### config.mk
export PLATFORM = sky130hd
export DESIGN_NAME = sequence_player
export DESIGN_NICKNAME = d
export VERILOG_FILES = /design/src/rtl/sequence_player.sv
export SDC_FILE = /design/constraint.sdc
export NUM_CORES = 1
export LEC_CHECK = 0
export ABC_AREA = 1
export BUFFER_PORTS_ARGS = -buffer_cell sky130_fd_sc_hd__buf_4
export CAP_MARGIN = 20
export CORE_MARGIN = 8
export CORE_UTILIZATION = 55
export DETAILED_ROUTE_END_ITERATION = 16
export PLACE_DENSITY = 0.75
export SLEW_MARGIN = 5
export SYNTH_ARGS = -nofsm -noshare
export SYNTH_HDL_FRONTEND = slang
export SYNTH_SLANG_ARGS = --single-unit
### constraint.sdc
create_clock -name clk -period 4.17 [get_ports clk]
set_clock_uncertainty 0.15 [all_clocks]
set_input_delay 0 -clock clk [delete_from_list [all_inputs] [get_ports clk]]
set_output_delay 0 -clock clk [all_outputs]
set_load 0.05 [all_outputs]
### src/rtl/sequence_player.sv
`default_nettype none
// +-----------------------------------------------------------------------------+
// | sequence_player: plays stored Simon colours from sequence_rom onto the LEDs |
// | Rev 1.0                                                                     |
// +-----------------------------------------------------------------------------+
module sequence_player #(
  parameter int DEPTH      = 10,
  parameter int AW         = 4,
  parameter int DW         = 2,
  parameter int ON_CYCLES  = 4,
  parameter int OFF_CYCLES = 2,
  parameter int CW         = 16
) (
  input  logic                 clk,
  input  logic                 rst_n,
  input  logic                 start,
  input  logic                 abort,
  input  logic [AW-1:0]        len,
  output logic [AW-1:0]        rd_addr,
  input  logic [DW-1:0]        rd_data,
  output logic [(2**DW)-1:0]   led_onehot,
  output logic                 busy,
  output logic                 done
);

  localparam int            LW         = 2**DW;
  localparam logic [AW-1:0] C_DEPTH    = AW'(DEPTH);
  localparam logic [AW-1:0] C_ONE_A    = AW'(1);
  localparam logic [CW-1:0] C_ON_LAST  = CW'(ON_CYCLES - 1);
  localparam logic [CW-1:0] C_OFF_LAST = CW'(OFF_CYCLES - 1);
  localparam logic [LW-1:0] C_LED_ONE  = LW'(1);

  typedef enum logic [2:0] {
    S_IDLE  = 3'd0,
    S_FETCH = 3'd1,
    S_LOAD  = 3'd2,
    S_SHOW  = 3'd3,
    S_GAP   = 3'd4,
    S_DONE  = 3'd5
  } state_t;

  state_t        r_state;
  logic [AW-1:0] r_len_q;
  logic [AW-1:0] r_idx;
  logic [AW-1:0] r_rd_addr;
  logic [CW-1:0] r_cnt;
  logic [LW-1:0] r_led;
  logic          r_busy;
  logic          r_done;
  logic [AW-1:0] w_len_clamped;

  assign w_len_clamped = (len > C_DEPTH) ? C_DEPTH : len;

  always_ff @(posedge clk or negedge rst_n) begin
    if (!rst_n) begin
      r_state   <= S_IDLE;
      r_len_q   <= '0;
      r_idx     <= '0;
      r_rd_addr <= '0;
      r_cnt     <= '0;
      r_led     <= '0;
      r_busy    <= 1'b0;
      r_done    <= 1'b0;
    end else begin
      r_done <= 1'b0;
      // abort also blocks a simultaneous start while idle
      if (abort) begin
        r_state <= S_IDLE;
        r_led   <= '0;
        r_busy  <= 1'b0;
        r_cnt   <= '0;
      end else begin
        case (r_state)
          S_IDLE: begin
            if (start) begin
              r_len_q <= w_len_clamped;
              if (w_len_clamped == '0) begin
                r_state <= S_DONE;
                r_done  <= 1'b1;
              end else begin
                r_idx     <= '0;
                r_rd_addr <= '0;
                r_busy    <= 1'b1;
                r_state   <= S_FETCH;
              end
            end
          end
          S_FETCH: r_state <= S_LOAD;
          S_LOAD: begin
            r_led   <= C_LED_ONE << rd_data;
            r_cnt   <= '0;
            r_state <= S_SHOW;
          end
          S_SHOW: begin
            if (r_cnt == C_ON_LAST) begin
              r_led   <= '0;
              r_cnt   <= '0;
              r_state <= S_GAP;
            end else begin
              r_cnt <= r_cnt + CW'(1);
            end
          end
          S_GAP: begin
            if (r_cnt == C_OFF_LAST) begin
              r_cnt <= '0;
              if (r_idx == r_len_q - C_ONE_A) begin
                r_state <= S_DONE;
                r_done  <= 1'b1;
                r_busy  <= 1'b0;
              end else begin
                r_idx     <= r_idx + C_ONE_A;
                r_rd_addr <= r_idx + C_ONE_A;
                r_state   <= S_FETCH;
              end
            end else begin
              r_cnt <= r_cnt + CW'(1);
            end
          end
          S_DONE:  r_state <= S_IDLE;
          default: r_state <= S_IDLE;
        endcase
      end
    end
  end

  assign rd_addr    = r_rd_addr;
  assign led_onehot = r_led;
  assign busy       = r_busy;
  assign done       = r_done;

endmodule
`default_nettype wire
==> results.tsv <==
metric	value	unit
status	completed	
grt_overflow	0	
switching_share	39.8	%
p_int	0.733	mW
p_clk_share	25.7	%
ys_top_cells_by_count	67 x nand2_1, 39 x nor2_1, 33 x dfrtp_1	
ant_nets	0	
p_sw	0.485	mW
finalWorstSetupSlack	1.41	ns
yosys_warnings	0	
place_ws	2.32	ns
first_pass_iters	4	
synth_area_leader_cell	dfrtp_1	
yosysSeqAreaShare	39.4	%
clkSinkCount	33	
root_buffer	clkbuf_8	
first_iter_violations	90	
crit_path_end_kind	flop	
cts_tree	done	
synth_most_common_cell	nand2_1	
start_kind	flop	
wl	4930	um
fin_util	70.1	%
slowest_stage	dlygate4sd3_1	
fin_crit	2.76	ns
yosys.area.top_type_share	39.4	%
portBuffers	19	
ys_types	29	
die_h	77.8	um
drive_gt1_share	16.1	%
grt_max_degree	34	
fin_hold_ws	0.0420	ns
rsz0062_at_grt	no	
synthFlopType	dfrtp_1	
cp_num_buf_inv	2	
power_frac_comb	40.6	%
cts_hold_buffers	17	
die_width	77.8	um
pwr_density_cell	475	mW/mm2
tns	0	ns
cpLargestDelayFamily	buffers and inverters	
syn_inst	281	
ioPinCount	20	
cp_max_fo	7	
design_area	0.00256	mm2
cp_data_required_time	4.24	ns
groute.usage.overall	17.2	%
drv_cap	0	
numCtsBuffers	5	
hold_viol	0	
async_flop_share	100	%
synth_edf_count	0	
max_slew_margin	70.7	%
yosys_register_bits	33	
core	0.00366	mm2
setup_viol	0	
insertion_delay	0.28	ns
multi_input_area	0.00112	mm2
fp-row-count	22	
fin_crit_sh	66.1	%
route.vias.total	1962	
p_seq_share	33.7	%
cp_cell_sequence	nor2_4, nand2_2, nor3_2, o21ai_0, dlygate4sd3_1, o21ai_0, dlygate4sd3_1	
cp_data_arrival_time	2.83	ns
clock_path_buffers	2	
hold_path.class	in2async	
dieArea	0.00605	mm2
path_class	reg2reg	
path_clk_slew	0.07	ns
syn-cell-area	0.00210	mm2
max-vdd-ir-drop	0.000285	V
syn_area_per_cell	7.47	um2
power_leakage	1.25	nW
maxSlewViolCount	0	
hpwlAfterDp	3310	um
wl_per_cell	13.3	um
antenna_found_initial	0	
grt_pass1_wl	8650	um
syn_nets	295	
vias_per_cell	5.30	
initial_core_util	57.3	%
max_stage_delay	0.62	ns
syn_to_final_growth	22.2	%
regArea	826	um2
postCtsSetupBuffers	0	
grt_pass1_vias	1959	
synth_area_leaders	dfrtp_1 39%, nand2_1 12%, nor2_1 7.0%, nand3_1 5.5%, inv_1 5.2%	
dpl_cell_area	0.00228	mm2
n_antenna_cell	0	
gp_congestion	0.837	
cts-resized-gates	0	
tightest_slew	0.437	ns
fill_cells	291	
nNetsFinal	335	
max_clock_freq	363	MHz
drc	0	
htreeDepth	2	
-- worst paths after layout --
path                            slack (ns)  depth (start not counted)          start       endpoint
max in group asynchronous             3.52                          2          rst_n      r_cnt[12]
worst max register to register        1.41                          7     r_state[0]     r_len_q[1]
worst min register to register        0.35                          2  led_onehot[0]  led_onehot[0]
worst max-delay path                  1.41                          7     r_state[0]     r_len_q[1]
min in group clk                      0.35                          2  led_onehot[0]  led_onehot[0]
worst min-delay path                  0.04                          2          rst_n       r_cnt[3]
-- cell usage in the layout, fill, tap and decap left out, drive strengths merged, types with 8 or more instances in the layout --
cell / count
buf: 19
nand2: 73
o21ai: 13
dfrtp: 33
nand3: 26
dlygate4sd3: 17
a21oi: 8
inv: 34
nor2: 47
nand4: 14
-- area by class of cell --
class / instances / area share, %
multi-input cells: 211 / 43.8
flip-flops and latches: 33 / 32.2
repair buffers: 36 / 12.2
inverters: 34 / 4.98
clock buffers: 7 / 3.37
well taps: 48 / 2.34
clock inverters: 1 / 1.17
-- layer usage --
metal	vias to the layer above	part of all wire (%)	track usage, %
met5	-	0	0
met4	0	2.5	7.74
met3	13	4.2	3.80
met2	42	51	30.6
met1	910	43	19.1
li1	997	-	-
-- logic make-up after synthesis --
group	Yosys count	share of synthesized area, %
AND/OR/NAND/NOR	168	38.6
buffers and inverters	37	7.16
flip-flops	33	39.4
AO/OA/AOI/OAI	31	9.18
XOR/XNOR	8	3.34
adder cells (fa/ha/maj)	4	2.39
-- sequential cells by signal (all words and copies together) (netlist names) --
signal      count
led_onehot      4
r_state         3
r_cnt          16
r_len_q         4
rd_addr         4
done            1
busy            1
-- power groups by stage --
stage,combinational (mW),sequential (mW),clock (mW)
after CTS,0.489,0.409,0.321
after detailed placement,0.452,0.415,0
final,0.495,0.410,0.313
after floorplan,0.303,0.454,0
after global placement,0.444,0.412,0
after global routing,0.549,0.416,0.330
-- through the flow --
stage	cells	power (mW)
finish	370	1.22
global route	370	1.30
CTS	370	1.22
detailed placement	345	0.867
global placement	345	0.856
floorplan	281	0.757
Power figures use the tool's default switching activity.
